**src/rtl/igbt_gate_seq.sv**
```systemverilog
// Half-bridge IGBT gate sequencer: non-overlapping gate drives with dead time, minimum
// pulse width and desaturation-fault lockout, all timed by external timebase strobes.
module igbt_gate_seq #(
   parameter int unsigned DEADTIME_US  = 2,
   parameter int unsigned MIN_PULSE_US = 5,
   parameter int unsigned LOCKOUT_MS   = 100
) (
   input  logic       clk,
   input  logic       rst_n,
   input  logic       tick_1us,
   input  logic       tick_1ms,
   input  logic       cmd_en,
   input  logic       cmd_hi,
   input  logic       fault_in,
   input  logic       fault_clr,
   output logic       gate_hi,
   output logic       gate_lo,
   output logic       fault_lock,
   output logic [2:0] state_o
);

   typedef enum logic [2:0] {
      StIdle   = 3'd0,
      StDtToHi = 3'd1,
      StHiOn   = 3'd2,
      StDtToLo = 3'd3,
      StLoOn   = 3'd4,
      StFault  = 3'd5
   } state_e;

   localparam logic [9:0] DtLast  = 10'(DEADTIME_US - 1);
   localparam logic [9:0] MinCnt  = 10'(MIN_PULSE_US);
   localparam logic [9:0] LockCnt = 10'(LOCKOUT_MS);
   localparam logic [9:0] CntMax  = 10'h3ff;

   state_e     state_q, state_d;
   logic [9:0] cnt_q, cnt_d;
   logic       cnt_tick;
   logic       cnt_clr;

   always_comb begin
      state_d  = state_q;
      cnt_tick = 1'b0;
      cnt_clr  = 1'b0;
      if (fault_in && state_q != StFault) begin
         state_d = StFault;
      end else begin
         case (state_q)
            StIdle: begin
               if (cmd_en) state_d = cmd_hi ? StDtToHi : StDtToLo;
            end
            StDtToHi: begin
               cnt_tick = tick_1us;
               if (!cmd_en)                          state_d = StIdle;
               else if (!cmd_hi)                     state_d = StDtToLo;
               else if (tick_1us && cnt_q >= DtLast) state_d = StHiOn;
            end
            StDtToLo: begin
               cnt_tick = tick_1us;
               if (!cmd_en)                          state_d = StIdle;
               else if (cmd_hi)                      state_d = StDtToHi;
               else if (tick_1us && cnt_q >= DtLast) state_d = StLoOn;
            end
            StHiOn: begin
               cnt_tick = tick_1us;
               if (cnt_q >= MinCnt) begin
                  if (!cmd_en)     state_d = StIdle;
                  else if (!cmd_hi) state_d = StDtToLo;
               end
            end
            StLoOn: begin
               cnt_tick = tick_1us;
               if (cnt_q >= MinCnt) begin
                  if (!cmd_en)    state_d = StIdle;
                  else if (cmd_hi) state_d = StDtToHi;
               end
            end
            StFault: begin
               cnt_tick = tick_1ms;
               // A fault re-asserting during lockout restarts the lockout window.
               if (fault_in)                            cnt_clr = 1'b1;
               else if (cnt_q >= LockCnt && fault_clr) state_d = StIdle;
            end
            default: state_d = StFault;
         endcase
      end
   end

   always_comb begin
      cnt_d = cnt_q;
      if (state_d != state_q || cnt_clr)   cnt_d = '0;
      else if (cnt_tick && cnt_q != CntMax) cnt_d = cnt_q + 10'd1;
   end

   // Gate outputs are decoded from the next state so they move on the same edge as the state.
   always_ff @(posedge clk or negedge rst_n) begin
      if (!rst_n) begin
         state_q    <= StIdle;
         cnt_q      <= '0;
         gate_hi    <= 1'b0;
         gate_lo    <= 1'b0;
         fault_lock <= 1'b0;
      end else begin
         state_q    <= state_d;
         cnt_q      <= cnt_d;
         gate_hi    <= (state_d == StHiOn);
         gate_lo    <= (state_d == StLoOn);
         fault_lock <= (state_d == StFault);
      end
   end

   assign state_o = state_q;

   a_no_shoot_through : assert property (@(posedge clk) !(gate_hi && gate_lo));

endmodule

```
**config.mk**
```make
export PLATFORM = sky130hd
export DESIGN_NAME = igbt_gate_seq
export DESIGN_NICKNAME = d
export VERILOG_FILES = /design/src/rtl/igbt_gate_seq.sv
export SDC_FILE = /design/constraint.sdc
export NUM_CORES = 1
export LEC_CHECK = 0
export CORE_UTILIZATION = 50
export DETAILED_ROUTE_END_ITERATION = 16
export GPL_TIMING_DRIVEN = 0
export PLACE_DENSITY_LB_ADDON = 0.05
export SYNTH_ARGS = -nofsm -noshare
export SYNTH_HDL_FRONTEND = slang
export SYNTH_SLANG_ARGS = --single-unit
```
**constraint.sdc**
```tcl
create_clock -name clk -period 1.99 [get_ports clk]
set_input_delay 0.4975 -clock clk [delete_from_list [all_inputs] [get_ports clk]]
set_output_delay 0.4975 -clock clk [all_outputs]
set_load 0.005 [all_outputs]
```
==> impl_metrics.ini <==
[critical_path]
cp-startpoint = cnt_q[4]
path_class = flop to flop
crit_arrival_ps = 2410
reg2reg_depth = 6
crit_path_start_kind = flop
rrSetupSlack_ps = -210
critPathRequiredTime_ps = 2200
worst-path-max-fanout = 6
rr_endpoint = cnt_q[8]
endpoint_kind = flop
worstReg2RegStart = cnt_q[4]

[layout]
fin_area_mm2 = 0.00189
n_fill_cell = 103
drive_above_1_share_pct = 45.0
layout.cells.non_filler = 197
nets = 182
syn2layout_area_growth_pct = 51.8
n_antenna_cell = 0

[sta]
skew_ps = 10.1
post-route-min-period_ps = 2200
setup_viol = 14
relSlewSlack_pct = 51.3
worstMarginPinSlew_ps = 729
layout_setup_ws_ps = -214
finalCritPeriodShare_pct = 111
hold_viol = 0
clock.fmax_mhz = 454
rsz0062_at_grt = yes
drv_slew = 0

[global_routing]
grt_usage_pct = 31.4
overflow = 0
grt_max_degree = 17
grt_pass1_wl_um = 6100
antenna_found_initial = 0
grt_pass1_vias = 1224

[clock_tree]
numCtsBuffers = 3
cts_root_buf = clkbuf_4
cts_max_level = 1
clk-insertion-delay-late_ps = 300
cts_tree = built
clkTransAtPathRegs_ps = 90
cts_num_sinks = 16
ctsLongestPathBuffers = 2

[synth]
synth-edff-count = 0
netlist_instances = 128
synth_top_area_cell = dfrtp_1
netlist_top_cells_area = dfrtp_1 (32%), nor4_1 (6.0%), xor2_1 (5.6%)
syn_avg_cell_area_um2 = 9.72
ys_ff_latch = 16
yosysWarnings = 0
seq_area_frac_synth_pct = 32.2
synth_top_area_share_pct = 32.2
postSynth.asyncResetShare_pct = 100
postSynth.topFlopCell = dfrtp_1
syn_nets = 139
syn-cell-area_mm2 = 0.00124
synth.distinct_cells = 46

[die]
start_util_pct = 54.6
boundaryPins = 14
core_mm2 = 0.00228
die-area_mm2 = 0.00269
die_x_um = 51.9
fp-row-count = 17
dieHeight_um = 51.9

[power_and_ir_drop]
ir_worst_vdd_mv = 0.412
p_per_area_mw_per_mm2 = 359
power_leakage_nw = 0.742
power.total_uw = 678

[place]
dp_hpwl_um = 2060
dp.cells = 169
dpl_cell_area_mm2 = 0.00141
gp_congestion = 0.851
portBuffers = 13
post-place-ws_ps = -618

[routing]
vias_per_cell = 6.96
drt_iter0_drc = 78
routed_wirelength_um = 4430
vias = 1372
drc = 0
final_antenna_net_count = 0
wl_per_cell_um = 22.5
firstDrtPassIters = 6

[status]
status = finished, violations left
failed_checks = negative setup slack

[job]
drv_cap = 0

[hold_path]
hold_path_class = input port to asynchronous set/reset pin
[cells in the mapped netlist, types with 3 or more instances]
library cell   n
o211ai_1       5
a21oi_1        3
nor4_1        12
nor2b_1        4
nor2_1         6
dfrtp_1       16
xor2_1         8
ha_1           3
o21ai_0        4
mux2i_1        3
nand4_1        3
inv_1          6
and3_1         3
nand2_1       11
[cell type report]
type | count | area, um^2 | share of cell area, %
multi-input cells | 102 | 1030 | 54.7
flip-flops and latches | 16 | 405 | 21.5
repair buffers | 37 | 328 | 17.4
plain buffers | 5 | 42.5 | 2.25
well taps | 28 | 35.0 | 1.86
clock buffers | 3 | 22.5 | 1.19
inverters | 6 | 22.5 | 1.19
[through the flow]
step	utilization, %	setup TNS, ps	hold WS [ps]
2_1_floorplan	-	0	202
3_3_place_gp	61.9	-6090	626
3_5_place_dp	61.9	-6460	642
4_1_cts	76.6	-974	643
5_1_grt	83.0	-2970	686
6_report	83.0	-2330	618
[placed cells by master (no fill, tap or decap), types with 2 or more instances in the layout]
master	netlist	final
buf_4	2	23
dfrtp_1	16	12
nand2_1	11	11
clkdlybuf4s50_1	0	11
xor2_1	8	8
nor4_4	0	7
nor2_1	6	6
inv_1	6	5
or3b_4	1	5
nor4_2	1	5
o211ai_1	5	5
buf_6	2	4
dfrtp_2	0	4
o21ai_0	4	3
nand4_1	3	3
nor2b_1	4	3
mux2i_1	3	3
and3_1	3	3
clkbuf_4	0	3
nand2b_1	2	2
nor3_2	0	2
o311ai_1	1	2
a21oi_2	0	2
o211ai_4	0	2
o311ai_4	2	2
nand3_1	2	2
o2111ai_1	2	2
ha_1	3	2
dlygate4sd2_1	0	2
[registers in the layout, summed over array words and instances, names as in the netlist]
| name | cells |
|---|---|
| gate_hi | 1 |
| state_o | 3 |
| gate_lo | 1 |
| cnt_q | 10 |
| fault_lock | 1 |
[what timing repair did]
| action | 4_1_cts | 5_1_grt |
|---|---|---|
| buffers inserted | 13 | 11 |
| pin swaps | 20 | 13 |
| resized for setup | 36 | 14 |
| endpoints found under the setup margin | 14 | 14 |
| hold buffers | 0 | 0 |
| gates cloned | 1 | 0 |
[report_power, final]
part	total, mW	switching [mW]	leakage [nW]	internal, mW
clock network	0.178	0.107	0.0138	0.0708
registers	0.335	0.00538	0.200	0.330
logic	0.165	0.0852	0.528	0.0798
total	0.678	0.197	0.742	0.480
[worst max-delay path: stages, from the launching register on]
cell	delay, ps
dfrtp_2	480
nor4_4	320
nand4_1	240
a311oi_2	440
o311ai_4	130
buf_6	180
nor4_4	300
[cell families after synthesis]
group | after synthesis | share of synthesized area, %
AOI/OAI and AO/OA | 30 | 23.8
adders and majority gates | 3 | 3.02
and+or+nand+nor | 56 | 27.0
DFF | 16 | 32.2
buffers and inverters | 11 | 5.23
xor gates and xnor gates | 9 | 6.34
muxes | 3 | 2.41
[layer usage]
layer	track usage [%]	routed length [um]
met3	7.02	343
met2	48.1	2110
met5	0	0
met1	41.4	1690
met4	15.3	285
[worst max path at each step]
| stage | to | slack (ps) | cells past startpoint |
|---|---|---|---|
| after detailed placement | cnt_q[8] | -620 | 6 |
| after CTS | cnt_q[0] | -90 | 7 |
| after floorplan | gate_hi | 40 | 7 |
| after global placement | cnt_q[8] | -600 | 6 |
| after global routing | cnt_q[5] | -330 | 7 |
| final | cnt_q[8] | -210 | 6 |
(Power assumes the default switching activity.)
==> RTL change 1, RTL diff (same flow settings) <==
Add an input register stage for `tick_1us`, `tick_1ms`, `cmd_en`, `cmd_hi`, `fault_in` and `fault_clr`; this delays them by one clock.
--- a/src/rtl/igbt_gate_seq.sv
+++ b/src/rtl/igbt_gate_seq.sv
@@ -35,2 +35,18 @@
 
+   logic tick_1us_q;
+   logic tick_1ms_q;
+   logic cmd_en_q;
+   logic cmd_hi_q;
+   logic fault_q;
+   logic fault_clr_q;
+
+   always_ff @(posedge clk) begin
+      tick_1us_q  <= tick_1us;
+      tick_1ms_q  <= tick_1ms;
+      cmd_en_q    <= cmd_en;
+      cmd_hi_q    <= cmd_hi;
+      fault_q     <= fault_in;
+      fault_clr_q <= fault_clr;
+   end
+
    state_e     state_q, state_d;
@@ -44,3 +60,3 @@
       cnt_clr  = 1'b0;
-      if (fault_in && state_q != StFault) begin
+      if (fault_q && state_q != StFault) begin
          state_d = StFault;
@@ -49,21 +65,21 @@
             StIdle: begin
-               if (cmd_en) state_d = cmd_hi ? StDtToHi : StDtToLo;
+               if (cmd_en_q) state_d = cmd_hi_q ? StDtToHi : StDtToLo;
             end
             StDtToHi: begin
-               cnt_tick = tick_1us;
-               if (!cmd_en)                          state_d = StIdle;
-               else if (!cmd_hi)                     state_d = StDtToLo;
-               else if (tick_1us && cnt_q >= DtLast) state_d = StHiOn;
+               cnt_tick = tick_1us_q;
+               if (!cmd_en_q)                          state_d = StIdle;
+               else if (!cmd_hi_q)                     state_d = StDtToLo;
+               else if (tick_1us_q && cnt_q >= DtLast) state_d = StHiOn;
             end
             StDtToLo: begin
-               cnt_tick = tick_1us;
-               if (!cmd_en)                          state_d = StIdle;
-               else if (cmd_hi)                      state_d = StDtToHi;
-               else if (tick_1us && cnt_q >= DtLast) state_d = StLoOn;
+               cnt_tick = tick_1us_q;
+               if (!cmd_en_q)                          state_d = StIdle;
+               else if (cmd_hi_q)                      state_d = StDtToHi;
+               else if (tick_1us_q && cnt_q >= DtLast) state_d = StLoOn;
             end
             StHiOn: begin
-               cnt_tick = tick_1us;
+               cnt_tick = tick_1us_q;
                if (cnt_q >= MinCnt) begin
-                  if (!cmd_en)     state_d = StIdle;
-                  else if (!cmd_hi) state_d = StDtToLo;
+                  if (!cmd_en_q)     state_d = StIdle;
+                  else if (!cmd_hi_q) state_d = StDtToLo;
                end
@@ -71,6 +87,6 @@
             StLoOn: begin
-               cnt_tick = tick_1us;
+               cnt_tick = tick_1us_q;
                if (cnt_q >= MinCnt) begin
-                  if (!cmd_en)    state_d = StIdle;
-                  else if (cmd_hi) state_d = StDtToHi;
+                  if (!cmd_en_q)    state_d = StIdle;
+                  else if (cmd_hi_q) state_d = StDtToHi;
                end
@@ -78,6 +94,6 @@
             StFault: begin
-               cnt_tick = tick_1ms;
+               cnt_tick = tick_1ms_q;
                // A fault re-asserting during lockout restarts the lockout window.
-               if (fault_in)                            cnt_clr = 1'b1;
-               else if (cnt_q >= LockCnt && fault_clr) state_d = StIdle;
+               if (fault_q)                            cnt_clr = 1'b1;
+               else if (cnt_q >= LockCnt && fault_clr_q) state_d = StIdle;
             end
Check against the original RTL: not equivalent (a bounded check fails within 4 cycles, from zero or initial values and one cycle with rst_n low).
==> RTL change 1 against the original RTL <==
The run still ends with negative setup slack left; fmax shrank 2.6%; die area increased by 5.1%; final area down 8.8%; routed wire length is 23% lower; critical endpoint is now cnt_q[9]$_DFFE_PN0P_; utilization down 13 points; critical path type unchanged; first-iteration DRC count is 47% lower; setup slack lost 60 ps; sequential cell count up 6; synthesized area increased by 5.3%; power grew 21%; largest power group unchanged.
==> RTL change 1: results (changes against the original RTL) <==
Drt
  – Routed wl met3: 140 um (-59%)
  – Drt first pass iters: 5 (-1)
  – Final wirelength: 3.40 mm (-23%)

Cells and area
  – Seq area share: 30.3% (+8.8 points)
  – # fillers: 195 (+89%)
  – Buffering overhead: 14.7% (-4.9 points)
  – Clock-cell share of area: 1.53% (+0.33 points)
  – Fraction of area in multi-input gates: 49.6% (-5.1 points)
  – Layout clock buffers: 4 (+1)

Run status
  – Status: finished with violations
  – Failing checks: negative setup slack

Timing
  – Setup TNS: -2360 ps (-29.7 ps)
  – Slew HR: 50.3% (-0.95 points)
  – Min setup slack post-route: -273 ps (-59.9 ps)
  – Setup violations, final: 13 (-1)
  – WHS: 575 ps (-43.1 ps)
  – Worst-case clock skew: 9.97 ps (-0.139 ps)

Global route
  – Global routing usage on met3: 2.59% (-4.4 points)
  – Met2 global-route usage: 48.1% (about the same)
  – Global-route usage over all layers: 26.6% (-4.8 points)

Critical path
  – CP startpoint: cnt_q[0]$_DFFE_PN0P_
  – CP peak stage delay: 460 ps (-20 ps)
  – Register-to-Register Path Depth: 9 (+3)
  – Critical path endpoint: cnt_q[9]$_DFFE_PN0P_

Yosys
  – Syn nets: 151 (+8.6%)
  – Leading post-synthesis cells by cell area: dfrtp_1, dfxtp_1, nor2_1
  – Sequential share of the synthesized area: 39.7% (+7.5 points)
  – Fraction of registers with async set/reset: 72.7% (-27 points)
  – Synth cell types: 48 (+4.3%)
  – FF+latch count, synth: 22 (+6)

Floorplanning
  – Row cnt: 18 (+1)

Place
  – Detailed Place HPWL: 2.16 mm (+4.7%)
  – Area after DPL: 1510 um2 (+6.8%)
  – Pre-CTS setup slack: -325 ps (+294 ps)
  – RePlAce Congestion: 0.871 (+2.4%)

Power and ir drop
  – VDD IR max: 368 uV (-11%)

Clock tree
  – # Post-CTS Setup Buffers: 10 (-3)
  – Clock-pin slew on the worst setup and hold paths: 110 ps (+20 ps)
-- RTL change 1: cell families (layout without fill, tap and decap cells) --
kind of cell / count (synthesis) / in the layout / synth area share (%)
xor gates and xnor gates: 8 / 8 / 5.35
buffers and inverters: 14 / 43 / 4.11
adders and majority gates: 3 / 3 / 2.87
muxes: 1 / 1 / 0.764
AOI/OAI and AO/OA: 29 / 30 / 20.3
DFF: 22 / 22 / 39.7
and+or+nand+nor: 63 / 63 / 26.8
-- RTL change 1: through the flow --
stage	std cells	util, %
2_1_floorplan	140	-
3_3_place_gp	183	60.8
3_5_place_dp	183	60.8
4_1_cts	196	66.0
5_1_grt	200	69.5
6_report	200	69.5
-- RTL change 1: power breakdown --
| part | internal (mW) | switching (mW) | leakage, nW |
|---|---|---|---|
| clock network | 0.0780 | 0.129 | 0.0150 |
| registers | 0.456 | 0.0124 | 0.256 |
| logic | 0.0713 | 0.0721 | 0.406 |
==> RTL change 2, RTL diff (same flow settings) <==
Without the edit above. Change the localparam `CntMax` from 10'h3ff to 10'h2ff.
--- a/src/rtl/igbt_gate_seq.sv
+++ b/src/rtl/igbt_gate_seq.sv
@@ -33,3 +33,3 @@
    localparam logic [9:0] LockCnt = 10'(LOCKOUT_MS);
-   localparam logic [9:0] CntMax  = 10'h3ff;
+   localparam logic [9:0] CntMax  = 10'h2ff;
 
Check against the original RTL: no difference found for any inputs over 10 cycles, from zero or initial values and one cycle with rst_n low; that may be too few to reach the edited logic, so the function may still have changed.
==> RTL change 2 against the original RTL <==
The flow still finishes with violations (negative setup slack); routed wire length down 32%; count of clock-buffer cells in the layout up 1; sequential cell count unchanged; setup slack worse by 80 ps; largest power group unchanged; final area down 15%; combinational power down 19%; synthesized area down 4.7%; non-clock buffer count down 19; clock power up 21%; power up 0.90%.
==> RTL change 2: results (changes against the original RTL) <==
Place
  – Detailed Place HPWL: 1.96 mm (-5.0%)

Yosys
  – Sequential share of the synthesized area: 33.8% (+1.6 points)
  – Post-synth top cells: nor3_1, dfrtp_1, xnor2_1
  – Syn nets: 144 (+3.6%)
  – Leading post-synthesis cells by cell area: dfrtp_1, nor3_1, xnor2_1
  – Synth cell types: 44 (-4.3%)

Cells and area
  – # fillers: 163 (+58%)
  – Layout cell share with drive strength beyond 1: 32.3% (-13 points)
  – Fin cells: 183 (-7.1%)

Power and ir drop
  – VDD IR max: 414 uV (+0.31%)
  – Switching Share: 25.8% (-3.4 points)
  – P_clk: 0.215 mW (+21%)
  – Sequential share of power: 49.0% (-0.4 points)

Timing
  – Worst-case clock skew: 3.13 ps (-6.98 ps)
  – Setup violations, final: 10 (-4)
  – Setup TNS: -2550 ps (-219 ps)
  – Slew HR: 54.3% (+3.0 points)
  – Min setup slack post-route: -293 ps (-79.6 ps)

Drt
  – Iteration-0 DRC Markers: 45 (-42%)
  – Via count of the routed design: 1157 (-16%)
  – Drt first pass iters: 4 (-2)

Critical path
  – CP max-delay cell: clkdlybuf4s50_1
  – CP peak stage delay: 550 ps (+70 ps)
  – CP Max Fanout: 5 (-1)

Global route
  – Global-route usage over all layers: 27.4% (-3.9 points)
  – First-pass GRT wire length: 5.16 mm (-15%)

Run status
  – Failing checks: negative setup slack
  – Status: finished with violations
[RTL change 2: cell count changes after synthesis, sizes merged, moves of 3 or more]
cell	change
nor3	+16
nor4	-11
xnor2	+7
xor2	-6
nand2	-5
o211ai	-5
nand2b	+4
nand3	+3
o311ai	-3
[RTL change 2: what timing repair did]
| action | CTS | global route |
|---|---|---|
| setup buffers | 3 | 2 |
| pin swaps | 6 | 8 |
| endpoints found under the setup margin | 12 | 13 |
| gates cloned | 1 | 0 |
| resized for setup | 17 | 24 |
[RTL change 2: cells by family after synthesis]
group | after synthesis | share of synthesized area [%]
DFF | 16 | 33.8
muxes | 2 | 2.01
xor gates and xnor gates | 10 | 7.39
adders and majority gates | 3 | 3.17
and+or+nand+nor | 70 | 35.0
AOI/OAI and AO/OA | 20 | 14.0
buffers and inverters | 12 | 4.65
[RTL change 2: per-stage QoR]
| step | cell area (um2) | setup slack (ps) |
|---|---|---|
| 2_1_floorplan | 1190 | -103 |
| 3_3_place_gp | 1360 | -769 |
| 3_5_place_dp | 1360 | -771 |
| 4_1_cts | 1510 | -256 |
| 5_1_grt | 1610 | -331 |
| 6_report | 1610 | -293 |
[RTL change 2: cell type report]
type                            instances  area [um2]  share of cell area [%]
Buffer                                  5        31.3                    1.95
Tap cell                               28        35.0                    2.18
Sequential cell                        16         402                    25.0
Clock buffer                            4        36.3                    2.26
Timing Repair Buffer                   18         161                    10.0
Inverter                                6        22.5                    1.40
Multi-Input combinational cell        106         918                    57.2
[RTL change 2: final timing paths]
check | from | endpoint | slack [ps] | cells past startpoint
setup / recovery | cmd_en | cnt_q[8]$_DFFE_PN0P_ | -290 | 8
hold / removal | rst_n | gate_lo$_DFF_PN0_ | 610 | 1
setup reg to reg | cnt_q[3]$_DFFE_PN0P_ | cnt_q[8]$_DFFE_PN0P_ | -270 | 8
hold reg to reg | cnt_q[7]$_DFFE_PN0P_ | cnt_q[7]$_DFFE_PN0P_ | 650 | 2
max in group asynchronous | rst_n | cnt_q[0]$_DFFE_PN0P_ | 900 | 1
min in group clk | cnt_q[7]$_DFFE_PN0P_ | cnt_q[7]$_DFFE_PN0P_ | 650 | 2
[RTL change 2: metal layers]
| metal | up-vias | global-route usage [%] | part of all wire, % | wire length, um |
|---|---|---|---|---|
| met4 | 0 | 14.8 | 2.9 | 86 |
| met5 | - | 0 | 0 | 0 |
| met2 | 46 | 44.2 | 49 | 1470 |
| met1 | 570 | 33.9 | 42 | 1270 |
| li1 | 533 | - | - | - |
| met3 | 8 | 6.06 | 5.7 | 171 |
[RTL change 2: critical path: cells and delay by family]
kind / cells / cell delay [ps]
buffers and inverters: 2 / 720
muxes: 1 / 180
and+or+nand+nor: 3 / 880
AOI/OAI and AO/OA: 2 / 220
